===== config.mk =====
export PLATFORM = sky130hd
export DESIGN_NAME = mmio_uart_rx_flat
export DESIGN_NICKNAME = d
export VERILOG_FILES = /design/src/rtl/mmio_uart_rx_if.sv /design/src/rtl/mmio_uart_rx.sv /design/src/flat_wrapper.sv
export SDC_FILE = /design/constraint.sdc
export NUM_CORES = 1
export LEC_CHECK = 0
export BUFFER_PORTS_ARGS = -buffer_cell sky130_fd_sc_hd__buf_2
export CAP_MARGIN = 20
export CORE_MARGIN = 5
export CORE_UTILIZATION = 59
export CTS_BUF_LIST = sky130_fd_sc_hd__clkbuf_8 sky130_fd_sc_hd__clkbuf_16
export CTS_CLUSTER_DIAMETER = 120
export DETAILED_ROUTE_END_ITERATION = 8
export GPL_ROUTABILITY_DRIVEN = 0
export GPL_TIMING_DRIVEN = 0
export PLACE_DENSITY = 0.8
export SYNTH_ARGS = -nofsm -noshare
export SYNTH_HDL_FRONTEND = slang
export SYNTH_SLANG_ARGS = --single-unit

===== constraint.sdc =====
create_clock -name clk -period 5.94 [get_ports clk]
set_clock_uncertainty 0.2 [all_clocks]
set_input_delay 0.594 -clock clk [delete_from_list [all_inputs] [get_ports clk]]
set_output_delay 0.594 -clock clk [all_outputs]
set_load 0.01 [all_outputs]

===== src/rtl/mmio_uart_rx_if.sv =====
// CPU bus bundle for the UART receiver register block.
interface mmio_uart_rx_if;
   logic        valid;
   logic        ready;
   logic [3:0]  wstrb;
   logic [31:0] addr;
   logic [31:0] wdata;
   logic [31:0] rdata;

   modport master (output valid, wstrb, addr, wdata, input ready, rdata);
   modport slave  (input valid, wstrb, addr, wdata, output ready, rdata);
endinterface


===== src/rtl/mmio_uart_rx.sv =====
// Memory-mapped UART receiver: 2-flop rx synchronizer, 8N1 receive FSM,
// byte FIFO and a 4-register CPU bus slave with a level interrupt.
module mmio_uart_rx #(
   parameter int DEFAULT_DIV = 104,
   parameter int FIFO_DEPTH  = 16
) (
   input  logic           clk,
   input  logic           resetn,
   mmio_uart_rx_if.slave  bus,
   input  logic           rx,
   output logic           irq
);
   localparam int AW = $clog2(FIFO_DEPTH);
   localparam int CW = AW + 1;

   typedef enum logic [1:0] {S_IDLE, S_START, S_DATA, S_STOP} rx_state_t;

   // Bus / register state
   logic [15:0]   div;
   logic [3:0]    irq_en;
   logic          overrun, frame_err;

   // FIFO state
   logic [7:0]    mem [FIFO_DEPTH];
   logic [AW-1:0] wptr, rptr;
   logic [CW-1:0] count;
   logic          empty, full;

   // Receiver state
   logic          rx_s1, rx_s2, rx_prev;
   rx_state_t     state, state_n;
   logic [15:0]   cnt, lat_div, tgt;
   logic [2:0]    bitn;
   logic [7:0]    sr;
   logic          stop_bad, tick, push, ferr;

   // Bus decode: a request is accepted on the cycle ready is about to rise
   logic          req, rd, wr, pop, push_ok, ovf;
   logic [1:0]    sel;
   logic [31:0]   status_w;
   logic          unused_ok;

   assign sel      = bus.addr[3:2];
   assign req      = bus.valid && !bus.ready;
   assign rd       = req && (bus.wstrb == 4'b0);
   assign wr       = req && (bus.wstrb != 4'b0);
   assign empty    = (count == '0);
   assign full     = (count == CW'(FIFO_DEPTH));
   assign pop      = rd && (sel == 2'd0) && !empty;
   // A push into a full FIFO still lands if a pop frees the slot this cycle
   assign push_ok  = push && (!full || pop);
   assign ovf      = push && full && !pop;
   assign status_w = {16'b0, 8'(count), 4'b0, frame_err, overrun, full, !empty};
   assign unused_ok = ^{bus.addr[31:4], bus.addr[1:0], bus.wdata[31:16]};

   // Two-flop synchronizer plus one delay stage for falling-edge detection
   always_ff @(posedge clk) begin
      if (!resetn) begin
         rx_s1   <= 1'b1;
         rx_s2   <= 1'b1;
         rx_prev <= 1'b1;
      end else begin
         rx_s1   <= rx;
         rx_s2   <= rx_s1;
         rx_prev <= rx_s2;
      end
   end

   // Receiver state register
   always_ff @(posedge clk) begin
      if (!resetn) state <= S_IDLE;
      else         state <= state_n;
   end

   // Receiver next-state and strobes; START waits half a bit to hit mid-bit
   always_comb begin
      state_n = state;
      push    = 1'b0;
      ferr    = 1'b0;
      tgt     = (state == S_START) ? {1'b0, lat_div[15:1]} : lat_div;
      tick    = (cnt == tgt - 16'd1);
      case (state)
         S_IDLE:  if (rx_prev && !rx_s2) state_n = S_START;
         S_START: if (tick) state_n = rx_s2 ? S_IDLE : S_DATA;
         S_DATA:  if (tick && bitn == 3'd7) state_n = S_STOP;
         S_STOP: begin
            if (stop_bad) begin
               if (rx_s2) state_n = S_IDLE;
            end else if (tick) begin
               if (rx_s2) begin
                  push    = 1'b1;
                  state_n = S_IDLE;
               end else begin
                  ferr    = 1'b1;
               end
            end
         end
         default: state_n = S_IDLE;
      endcase
   end

   // Receiver datapath; DIV is tracked while idle so it is frozen per frame
   always_ff @(posedge clk) begin
      if (!resetn) begin
         cnt      <= '0;
         bitn     <= '0;
         sr       <= '0;
         stop_bad <= 1'b0;
         lat_div  <= 16'(DEFAULT_DIV);
      end else if (state == S_IDLE) begin
         cnt      <= '0;
         bitn     <= '0;
         stop_bad <= 1'b0;
         lat_div  <= div;
      end else begin
         cnt <= tick ? 16'd0 : cnt + 16'd1;
         if (state == S_DATA && tick) begin
            sr   <= {rx_s2, sr[7:1]};
            bitn <= bitn + 3'd1;
         end
         if (ferr) stop_bad <= 1'b1;
      end
   end

   // Receive FIFO: pointers wrap naturally at the power-of-two depth
   always_ff @(posedge clk) begin
      if (!resetn) begin
         wptr  <= '0;
         rptr  <= '0;
         count <= '0;
      end else begin
         if (push_ok) begin
            mem[wptr] <= sr;
            wptr      <= wptr + 1'b1;
         end
         if (pop) rptr <= rptr + 1'b1;
         case ({push_ok, pop})
            2'b10:   count <= count + 1'b1;
            2'b01:   count <= count - 1'b1;
            default: count <= count;
         endcase
      end
   end

   // Bus handshake, register file, sticky status and registered irq
   always_ff @(posedge clk) begin
      if (!resetn) begin
         bus.ready <= 1'b0;
         bus.rdata <= '0;
         div       <= 16'(DEFAULT_DIV);
         irq_en    <= '0;
         overrun   <= 1'b0;
         frame_err <= 1'b0;
         irq       <= 1'b0;
      end else begin
         bus.ready <= req;
         bus.rdata <= '0;
         irq       <= |({frame_err, overrun, full, !empty} & irq_en);
         if (rd) begin
            case (sel)
               2'd0:    bus.rdata <= empty ? 32'b0 : {24'b0, mem[rptr]};
               2'd1:    bus.rdata <= status_w;
               2'd2:    bus.rdata <= {16'b0, div};
               default: bus.rdata <= {28'b0, irq_en};
            endcase
         end
         if (wr) begin
            case (sel)
               2'd1: if (bus.wstrb[0]) begin
                  if (bus.wdata[2]) overrun   <= 1'b0;
                  if (bus.wdata[3]) frame_err <= 1'b0;
               end
               2'd2: begin : div_wr
                  logic [15:0] dm;
                  dm[7:0]  = bus.wstrb[0] ? bus.wdata[7:0]  : div[7:0];
                  dm[15:8] = bus.wstrb[1] ? bus.wdata[15:8] : div[15:8];
                  div <= (dm < 16'd2) ? 16'd2 : dm;
               end
               2'd3: if (bus.wstrb[0]) irq_en <= bus.wdata[3:0];
               default: ;
            endcase
         end
         // New receive events win over a same-cycle clear
         if (ovf)  overrun   <= 1'b1;
         if (ferr) frame_err <= 1'b1;
      end
   end
endmodule


===== src/flat_wrapper.sv =====
// flat-port wrapper written by rule: the top's interface ports become plain ports
module mmio_uart_rx_flat 
#(
   parameter int DEFAULT_DIV = 104,
   parameter int FIFO_DEPTH  = 16
)
  (clk, resetn, rx, irq, bus_valid, bus_wstrb, bus_addr, bus_wdata, bus_ready, bus_rdata);
  mmio_uart_rx_if bus_i ();
  input  logic clk;
  input  logic resetn;
  input  logic rx;
  output logic irq;
  input wire logic [$bits(bus_i.valid)-1:0] bus_valid;
  input wire logic [$bits(bus_i.wstrb)-1:0] bus_wstrb;
  input wire logic [$bits(bus_i.addr)-1:0] bus_addr;
  input wire logic [$bits(bus_i.wdata)-1:0] bus_wdata;
  output wire logic [$bits(bus_i.ready)-1:0] bus_ready;
  output wire logic [$bits(bus_i.rdata)-1:0] bus_rdata;
  assign bus_i.valid = bus_valid;
  assign bus_i.wstrb = bus_wstrb;
  assign bus_i.addr = bus_addr;
  assign bus_i.wdata = bus_wdata;
  assign bus_ready = bus_i.ready;
  assign bus_rdata = bus_i.rdata;
  mmio_uart_rx #(.DEFAULT_DIV(DEFAULT_DIV), .FIFO_DEPTH(FIFO_DEPTH)) u_core (.clk(clk), .resetn(resetn), .bus(bus_i), .rx(rx), .irq(irq));
endmodule

==> results.md, run 1 <==
* CP required at just over 6 ns
* Share of the synthesized area in the top cell type at a little over a third
* RSZ-0062 raised after global routing: no
* Rel. slew slack at about 37%
* R2R cell count at 18
* CP Capture Type: register
* Initial Util at 60.44%
* Power Dens Cells at approximately 280 mW/mm²
* Leak pwr at ~4.2 nW
* DRT Pass-1 Iters at 5
* I/O pins at 106
* Violation count after the first detailed-routing iteration at between 700 and 800
* Data arrival time of the worst path at approximately 5.9 ns
* Final net count at ~1000
* Number of CTS-inserted buffers at 24
* Avg WL per Cell at 20.88 µm
* CTS tree: built
* Yosys cell types at 76
* #FFs+latches synth at ~230
* Ys flop type: edfxtp_1
* Die W at about 140 µm
* Antenna violations before repair at 2
* Synth-to-Final Area Change at 12.97%
* Setup WS post-layout at about 0.3 ns
* Met2 usage at 39.44%
* Antenna Nets Post-Route at 0
* Site Rows at 48
* Post-synthesis cell type with the largest combined area: edfxtp_1
* Max cap viols at 0
* Post-route DRC at 0
* Clk sink count at approximately 230
* Ranking of synthesized cells by area: edfxtp_1 37%, dfxtp_1 20%, mux4_2 8.8%
* Hold Startpoint: rx
* Final hold violations at 0
* Final period util at a little over nine tenths
* Max Slew Vio Count at 0
* Outcome: completed
* Average cell area after synthesis at 12.31 µm²
* Final wirelength at roughly 25000 µm
* Clk slew on worst S/H paths at roughly 0.060 ns
* # port buffers at 43
* Endpoints failing setup at 0
* Reg2reg setup slack at about 0.30 ns
* Mapped Cells at approximately 850
* Synth warn at 0
* H-tree depth at 1
* Worst-Skew Late Latency at 0.53 ns
* Critical path peak fanout at 10
* Peak Freq at 177.3 MHz
* M3 GR Usage at under 10%
* Mapped cell area at roughly 0.010 mm²
* Die area at approximately 0.021 mm²
* Startpoint types: register
* Maximum clock insertion buffer count at 3
* Via Count at around 7300
* Reg2Reg Launch Point: u_core.state[0]
* Final setup TNS at 0 ns
* Crit path time final at between 5 and 6 ns
* Fillcell total at between 1000 and 1500
* Dpl hpwl at 16470 µm
* Worst min path class: primary input to register
* Root Buffer: clkbuf_16
* Vias in the first global route at around 7000
* Share of layout cells above drive strength 1 at roughly 18%
* Top Usage Layer GRT: met2
* EDFF count, synth at roughly 130
* Global-route wire length before repair at around 38000 µm
* Hold Path End: u_core.rx_s1
* Worst slack, placed at 0.3726 ns
* Grt met1 use at around a third
* VDD IR max at between 0.3 and 0.4 mV
* Sequential area share after synthesis at 56.87%
* Gr ovfl total at 0
* Worst-margin pin slew at between 0.9 and 1 ns
* Worst R2R End: u_core.count[4]
* Largest net degree at the start of global routing at 19
* Die H at between 100 and 150 µm
* Core ar. at roughly 0.017 mm²
* Async S/R FF share, synth at 0%
* GRT Total Usage at around a quarter
* CP Class: register to register
* Via density at about 6.2
* Hold path depth at 2
* Diode count at 0
==> layer usage <==
metal  vias up  part of all wire, %
li1       3318                    -
met1      3522                   39
met2       361                   47
met3        96                  9.5
met4         4                  4.3
met5         -                 0.11
==> cell usage in the layout (no fill, tap or decap), types with 11 or more instances in the layout <==
| master | netlist | routed |
|---|---|---|
| and4_1 | 19 | 19 |
| nor2_1 | 83 | 83 |
| a21oi_1 | 33 | 33 |
| nor3_1 | 13 | 13 |
| nand2_1 | 73 | 73 |
| clkbuf_16 | 0 | 25 |
| ha_1 | 11 | 11 |
| conb_1 | 1 | 16 |
| clkbuf_1 | 42 | 41 |
| buf_4 | 16 | 16 |
| xnor2_1 | 28 | 28 |
| nand3_1 | 23 | 23 |
| inv_1 | 9 | 13 |
| mux4_2 | 41 | 41 |
| buf_2 | 7 | 50 |
| dfxtp_1 | 106 | 106 |
| and3_1 | 15 | 15 |
| mux2i_1 | 38 | 38 |
| xor2_1 | 14 | 14 |
| edfxtp_1 | 128 | 128 |
==> synthesized netlist by cell type, types with 9 or more instances <==
cell type and count:
edfxtp_1 128, dfxtp_1 106, nor2_1 83, nand2_1 73, clkbuf_1 42, mux4_2 41, mux2i_1 38, a21oi_1 33
xnor2_1 28, nand3_1 23, and4_1 19, buf_4 16, and3_1 15, xor2_1 14, nor3_1 13, ha_1 11
a22oi_1 9, inv_1 9, nand2b_1 9, nand4_1 9, nor2b_1 9
==> stage by stage <==
stage               utilization, %  hold slack, ns  area [µm²]  total power [mW]  std cells
detailed placement           63.62          0.1986       11040             1.850       1135
floorplan                        -          0.1863       10550             1.815        867
global placement             63.62          0.1908       11040             1.849       1135
CTS                          68.23         0.07785       11840             3.336       1179
global route                 68.27         0.07639       11850             3.424       1179
finish                       68.27         0.08049       11850             3.317       1179
==> repair_timing <==
item,4_1_cts,5_1_grt
hold buffers,0,0
gates resized for setup,0,3
setup endpoints to repair,0,2
buffers inserted,0,0
==> how the worst max path moves through the flow <==
| stage | from | end | slack [ns] | cells after the start |
|---|---|---|---|---|
| CTS | register | u_core.count[4] | 0.33 | 19 |
| detailed placement | register | u_core.count[4] | 0.37 | 19 |
| global placement | register | u_core.count[4] | 0.42 | 18 |
| global route | u_core.state[0] | u_core.count[4] | 0.03 | 18 |
| finish | u_core.state[0] | u_core.count[4] | 0.30 | 18 |
| floorplan | u_core.state[0] | u_core.count[4] | 1.14 | 18 |
==> cells by family after synthesis <==
kind of cell / after synthesis / synth area share [%]
DFF: 234 / 56.87
muxes: 82 / 12.75
adders and majority gates: 11 / 1.312
buffers and inverters: 82 / 3.686
and+or+nand+nor: 296 / 14.78
xor gates and xnor gates: 42 / 3.507
AOI/OAI and AO/OA: 104 / 7.061
other: 1 / 0.03575
==> power breakdown <==
part           switching [mW]  internal (mW)
combinational          0.0717         0.0440
sequential            0.00807           1.70
clock                   0.615          0.882
==> sequential cells by signal (all words and copies together), names as in the netlist, 3 cells and up, named ones only <==
register	flops
u_core.cnt	16
u_core.lat_div	16
u_core.rptr	4
u_core.mem	128
u_core.wptr	4
u_core.count	5
u_core.irq_en	4
u_core.bus.rdata	16
u_core.div	16
u_core.bitn	3
u_core.sr	8
==> final cells by class <==
cell class | count | area (µm²) | area share [%]
buffer | 71 | 344.1 | 2.904
clock buffer | 31 | 708.2 | 5.976
clock inverter | 13 | 91.34 | 0.7708
inverter | 11 | 43.79 | 0.3695
multi-input combinational | 551 | 4200 | 35.45
sequential | 234 | 5966 | 50.34
tap | 225 | 281.5 | 2.376
timing repair buffer | 43 | 215.2 | 1.816
==> critical path: stages, from the launching register on <==
cell and delay (ns):
dfxtp_1 0.48, nor2b_1 0.25, buf_2 0.30, buf_2 0.31, mux2i_1 0.32, ha_1 0.35
or4b_1 0.52, nor4_1 0.26, a2bb2oi_1 0.26, or3_1 0.17, nand3_1 0.26, or4_4 0.53
o21ai_4 0.23, xnor2_1 0.11, ha_1 0.25, or3_1 0.33, a21oi_1 0.19, a22oi_2 0.08
mux2i_1 0.13
No activity file was read; power rests on OpenSTA's default activity.
==> run 2, diff against run 1 <==
Settings changed: ABC_AREA set to 1, CORE_UTILIZATION 59 to 30, PLACE_DENSITY 0.8 to 0.46.
==> results.md, run 2 <==
* Antenna Nets Post-Route at 0 (unchanged)
* H-tree depth at 1 (unchanged)
* Die W at 198.6 µm (was 143.3 µm)
* Mux cell area share after synthesis at 0% (was 12.75%)
* VDD IR max at 0.1805 mV (was 0.3097 mV)
* Synth cell count leaders: 197 x nand2_1, 160 x nor2_1, 143 x o21ai_0, 128 x edfxtp_1, 114 x inv_1 (was 128 x edfxtp_1, 106 x dfxtp_1, 83 x nor2_1, 73 x nand2_1, 42 x clkbuf_1)
* Site Rows at 69 (was 48)
* Largest net degree at the start of global routing at 19 (unchanged)
* CP required at 5.90 ns (was 6.16 ns)
* Dpl hpwl at 21570 µm (was 16470 µm)
* Mapped Cells at 1206 (was 852)
* Avg WL per Cell at 16.92 µm (was 20.88 µm)
* Compound-gate portion of the synthesized area at 14.40% (was 7.061%)
* R2R cell count at 18 (unchanged)
* Worst min path class: primary input to register (unchanged)
* Yosys cell types at 47 (was 76)
* Clk slew on worst S/H paths at 0.06 ns (about the same)
* Reg2reg setup slack at 1.60 ns (was 0.30 ns)
* Worst-margin pin slew at 1.054 ns (was 0.9404 ns)
* GRT Total Usage at 15.19% (was 24.10%)
* Crit path time final at 4.339 ns (was 5.641 ns)
* Clk sink count at 234 (unchanged)
* Post-synthesis cell type with the largest combined area: edfxtp_1 (unchanged)
* RSZ-0062 raised after global routing: no (unchanged)
* Vias in the first global route at 8234 (was 6974)
* Sequential area share after synthesis at 55.88% (was 56.87%)
* Async S/R FF share, synth at 0% (unchanged)
* Peak Freq at 230.5 MHz (was 177.3 MHz)
* Hold Startpoint: rx (unchanged)
* Max cap viols at 0 (unchanged)
* Diode count at 0 (unchanged)
* Number of CTS-inserted buffers at 26 (was 24)
* CP Capture Type: register (unchanged)
* Max reg flops at 128 (unchanged)
* Power Dens Cells at 283.8 mW/mm² (was 279.9 mW/mm²)
* Top reg by flops: u_core.mem (unchanged)
* Via density at 4.741 (was 6.193)
* Core ar. at 0.03531 mm² (was 0.01736 mm²)
* Overall power at 3.520 mW (was 3.317 mW)
* Average cell area after synthesis at 8.852 µm² (was 12.31 µm²)
* Share of layout cells above drive strength 1 at 11.51% (was 18.03%)
* Xor/xnor share of the synthesized area at 0.7384% (was 3.507%)
* Via Count at 8405 (was 7301)
* Adder-Cell Fraction of Synth Area at 1.289% (was 1.312%)
* Violation count after the first detailed-routing iteration at 581 (was 766)
* Final net count at 1375 (was 1019)
* Die H at 198.6 µm (was 143.3 µm)
* Setup Fix Bufs, Post-CTS at 0 (unchanged)
* Endpoints failing setup at 0 (unchanged)
* Worst-Skew Late Latency at 0.57 ns (was 0.53 ns)
* Count leader, synth: nand2_1 (was edfxtp_1)
* Startpoint types: register (unchanged)
* # resized after CTS at 0 (unchanged)
* DRT Pass-1 Iters at 7 (was 5)
* Antenna violations before repair at 0 (was 2)
* Final period util at 73.04% (was 94.96%)
* #FFs+latches synth at 234 (unchanged)
* Data arrival time of the worst path at 4.30 ns (was 5.86 ns)
* Simple-Gate Fraction of Synth Area at 20.21% (was 14.78%)
* Most common cell after layout, fill and taps aside: nand2_1 (was edfxtp_1)
* Ys flop type: edfxtp_1 (unchanged)
* Post-route DRC at 0 (unchanged)
* CTS tree: built (unchanged)
* Worst setup path endpoint: u_core.mem[3][0] (was u_core.count[4])
* Final hold violations at 0 (unchanged)
* Maximum clock insertion buffer count at 3 (unchanged)
* Final wirelength at 30000 µm (was 24620 µm)
* Largest family of logic cells by synthesized area: simple AND/OR/NAND/NOR gates (unchanged)
* Rel. slew slack at 29.45% (was 37.31%)
* Hold_buf cts at 0 (unchanged)
* Initial Util at 30.23% (was 60.44%)
* Worst R2R End: u_core.mem[3][0] (was u_core.count[4])
* Most frequent cells in the layout: 197 x nand2_1, 160 x nor2_1, 143 x o21ai_0 (was 128 x edfxtp_1, 106 x dfxtp_1, 83 x nor2_1)
* Max Slew Vio Count at 0 (unchanged)
* Ranking of synthesized cells by area: edfxtp_1 36%, dfxtp_1 20%, nand2_1 6.9% (was edfxtp_1 37%, dfxtp_1 20%, mux4_2 8.8%)
* Outcome: completed (unchanged)
* CP Class: register to register (unchanged)
* Root Buffer: clkbuf_16 (unchanged)
* Synth-to-Final Area Change at 16.16% (was 12.97%)
* Share of the synthesized area in the top cell type at 36.01% (was 36.64%)
* EDFF count, synth at 128 (unchanged)
* Synth warn at 0 (unchanged)
* Leak pwr at 4.593 nW (was 4.189 nW)
* I/O pins at 106 (unchanged)
* Mapped cell area at 0.01068 mm² (was 0.01049 mm²)
* Critical path peak fanout at 10 (unchanged)
* Final setup TNS at 0 ns (unchanged)
* Gr ovfl total at 0 (unchanged)
* Die area at 0.03946 mm² (was 0.02055 mm²)
* Hold path depth at 2 (unchanged)
* Global-route wire length before repair at 46920 µm (was 38370 µm)
* # port buffers at 42 (was 43)
* Fin Hold WS at 0.07835 ns (was 0.08049 ns)
==> run 2: logic make-up (layout without fill, tap and decap cells) <==
logic type	after synthesis	in the layout
adders and majority gates	11	11
DFF	234	234
buffers and inverters	187	278
AOI/OAI and AO/OA	274	274
xor gates and xnor gates	9	9
other	1	16
and+or+nand+nor	490	490
==> run 2: area by class of cell <==
class,count,area [µm²]
fillers,3630,22910
plain buffers,62,325.3
clock buffers,34,760.7
clock inverters,14,107.6
repair buffers,43,217.7
flip-flops and latches,234,5966
inverters,125,469.2
well taps,461,576.8
multi-input cells,800,3978
==> run 2: how the worst min path moves through the flow <==
stage                         to  slack (ns)
floorplan           u_core.rx_s2        0.19
global placement    u_core.rx_s2        0.21
detailed placement  u_core.rx_s2        0.20
CTS                 u_core.rx_s1        0.06
global route        u_core.rx_s1        0.06
finish              u_core.rx_s1        0.08
==> run 2: metrics by stage <==
step / utilization [%] / cells / area [µm²] / setup slack, ns
4_1_cts: 35.12 / 1773 / 12400 / 1.567
6_report: 35.12 / 1773 / 12400 / 1.601
5_1_grt: 35.12 / 1773 / 12400 / 1.298
2_1_floorplan: - / 1221 / 10730 / 2.168
3_5_place_dp: 32.66 / 1725 / 11530 / 1.578
3_3_place_gp: 32.62 / 1724 / 11520 / 0.6707
==> run 2: per-layer routing <==
metal / wire [µm] / part of all wire [%] / track usage, % / vias up
met2: 13930 / 46 / 25.28 / 185
met5: 0 / 0 / 0 / -
li1: - / - / - / 4236
met1: 14170 / 47 / 20.93 / 3953
met4: 565 / 1.9 / 3.825 / 0
met3: 1335 / 4.5 / 2.168 / 31
==> run 2: power by group <==
group	internal (mW)	switching (mW)	leakage, nW
combinational	0.0684	0.140	2.31
clock	0.940	0.658	0.465
sequential	1.70	0.00954	1.82
==> run 2: critical path: stages (launching register included) <==
cell,delay (ns)
dfxtp_1,0.44
inv_2,0.10
nand2_4,0.09
buf_6,0.15
nand2_2,0.07
nand2_4,0.09
ha_1,0.27
nand2_2,0.11
nor2_4,0.14
nand2_1,0.11
nor2_2,0.13
nor2_1,0.05
nor2_1,0.16
nand3_2,0.13
nor2_4,0.27
nand2_4,0.13
a21oi_4,0.25
nand2_1,0.21
nor2_1,0.83
==> run 3, diff against run 2 <==
Settings changed: ABC_AREA 1 to 0.
Clock period 5.94 ns to 4.4 ns, I/O delays scaled along.
==> results.md, run 3 (same netlist as run 1, synthesis figures left out) <==
* Outcome: completed (unchanged)
* Fillcell total at 3430 (was 3630)
* Die area at 0.03881 mm² (was 0.03946 mm²)
* Die W at 197.0 µm (was 198.6 µm)
* Startpoint types: register (unchanged)
* Die H at 197.0 µm (was 198.6 µm)
* I/O pins at 106 (unchanged)
* Synth-to-Final Area Change at 22.05% (was 16.16%)
* Layout Cells excl Fill at 1455 (was 1773)
* Final net count at 1063 (was 1375)
* Most common cell after layout, fill and taps aside: edfxtp_1 (was nand2_1)
* Data arrival time of the worst path at 4.36 ns (was 4.30 ns)
* Via density at 4.886 (was 4.741)
* Violation count after the first detailed-routing iteration at 420 (was 581)
* Critical path peak fanout at 10 (unchanged)
* Number of CTS-inserted buffers at 27 (was 26)
* Worst min path class: primary input to register (unchanged)
* Max Slew Vio Count at 0 (unchanged)
* Final period util at 99.03% (was 73.04%)
* Post-route DRC at 0 (unchanged)
* Via Count at 7109 (was 8405)
* Clk slew on worst S/H paths at 0.06 ns (about the same)
* Power Dens Cells at 364.4 mW/mm² (was 283.8 mW/mm²)
* Rel. slew slack at 33.90% (was 29.45%)
* CP required at 4.41 ns (was 5.90 ns)
* Maximum clock insertion buffer count at 3 (unchanged)
* Crit path buf inv count at 3 (was 2)
* Peak Freq at 229.5 MHz (was 230.5 MHz)
* # port buffers at 43 (was 42)
* Max cap viols at 0 (unchanged)
* Cells after DPL at 1365 (was 1725)
* Site Rows at 68 (was 69)
* CP peak stage delay at 0.54 ns (was 0.83 ns)
* Initial Util at 30.37% (was 30.23%)
* Final wirelength at 28490 µm (was 30000 µm)
* Most frequent cells in the layout: 128 x edfxtp_1, 103 x dfxtp_1, 83 x nor2_1 (was 197 x nand2_1, 160 x nor2_1, 143 x o21ai_0)
* Overall power at 4.666 mW (was 3.520 mW)
* Max reg flops at 128 (unchanged)
* Final hold violations at 0 (unchanged)
* Share of layout cells above drive strength 1 at 24.50% (was 11.51%)
* Global-route wire length before repair at 43160 µm (was 46920 µm)
* H-tree depth at 1 (unchanged)
* Antenna violations before repair at 0 (unchanged)
* CP Class: register to register (unchanged)
* Largest net degree at the start of global routing at 20 (was 19)
* CTS tree: built (unchanged)
* Antenna Nets Post-Route at 0 (unchanged)
* Diode count at 0 (unchanged)
* Post-DP Area at 0.01138 mm² (was 0.01153 mm²)
* Avg WL per Cell at 19.58 µm (was 16.92 µm)
* Core ar. at 0.03454 mm² (was 0.03531 mm²)
* Crit path time final at 4.357 ns (was 4.339 ns)
* Final setup TNS at 0 ns (unchanged)
* Vias in the first global route at 7021 (was 8234)
* Worst-margin pin slew at 0.9916 ns (was 1.054 ns)
* Final core occ at 37.07% (was 35.12%)
* Top Family by Delay on Critical Path: simple AND/OR/NAND/NOR gates (unchanged)
* Leak pwr at 4.451 nW (was 4.593 nW)
* Endpoints failing setup at 0 (unchanged)
* Post-route cell area at 0.01280 mm² (was 0.01240 mm²)
* Top reg by flops: u_core.mem (unchanged)
* Root Buffer: clkbuf_16 (unchanged)
* Gr ovfl total at 0 (unchanged)
* Critical-path cell list: buf_6 > or2_4 > a2111oi_4 > nand3_2 > a2111o_1 > mux4_2 > and4b_1 > clkbuf_1 > and2_1 > buf_2 > and4_2 (was inv_2 > nand2_4 > buf_6 > nand2_2 > nand2_4 > ha_1 > nand2_2 > nor2_4 > nand2_1 > nor2_2 > nor2_1 > nor2_1 > nand3_2 > nor2_4 > nand2_4 > a21oi_4 > nand2_1 > nor2_1)
* VDD IR max at 0.2756 mV (was 0.1805 mV)
* Worst-Skew Late Latency at 0.55 ns (was 0.57 ns)
* GRT Total Usage at 14.33% (was 15.19%)
* Dpl hpwl at 19310 µm (was 21570 µm)
* Slowest cell on the critical path: mux4_2 (was nor2_1)
* CP Capture Type: register (unchanged)
* DRT Pass-1 Iters at 6 (was 7)
* RSZ-0062 raised after global routing: yes (was no)
* Clk sink count at 234 (unchanged)
==> run 3: through the flow <==
stage | setup slack [ns] | hold WS, ns
2_1_floorplan | -0.009382 | 0.1863
3_3_place_gp | -0.6686 | 0.1922
3_5_place_dp | -0.6246 | 0.1909
4_1_cts | 0.01379 | 0.002724
5_1_grt | -0.1084 | 0.02210
6_report | 0.04278 | 0.03770
==> run 3: repair_timing <==
action                                 CTS  global route
setup endpoints to repair              152           131
cloned                                   0             1
resized for setup                       39            10
setup buffers                           12            17
endpoints found under the hold margin   17             0
hold buffers                            16             0
pin swaps                               10             9
==> run 3: final timing paths <==
kind,startpoint,to,slack (ns),cells past startpoint
max,u_core.lat_div[6],u_core.mem[15][5],0.04,11
min,bus_wdata[3],u_core.div[3],0.04,3
max reg2reg,u_core.lat_div[6],u_core.mem[15][5],0.04,11
min reg2reg,u_core.rx_s1,u_core.rx_s2,0.20,1
==> run 3: where the power goes <==
part	leakage (nW)	switching, mW	total [mW]	internal, mW
Clock	0.431	0.925	2.16	1.24
Sequential	2.04	0.0133	2.30	2.29
Combinational	1.98	0.110	0.201	0.0907
==> run 3: area by class of cell <==
type                       instances  area, µm²  area share, %
multi-input combinational        551       4390          34.29
clock inverter                    20      143.9          1.124
sequential                       234       5974          46.66
tap                              455      569.3          4.446
buffer                            66      349.1          2.726
timing repair buffer              89      618.1          4.828
clock buffer                      29      714.4          5.580
inverter                          11      43.79         0.3420
==> run 3: worst register-to-register path: stages, from the launching register on <==
cell and delay (ns):
dfxtp_1 0.31, buf_6 0.13, or2_4 0.30, a2111oi_4 0.39
nand3_2 0.14, a2111o_1 0.42, mux4_2 0.54, and4b_1 0.29
clkbuf_1 0.34, and2_1 0.25, buf_2 0.23, and4_2 0.48
==> run 3: routing by layer <==
metal  up-vias  global-route usage (%)  routed length, µm
met3        43                   2.137                941
li1       3404                       -                  -
met1      3538                   19.70              13190
met5         -                       0                  0
met4         0                   3.159                624
met2       124                   24.13              13740
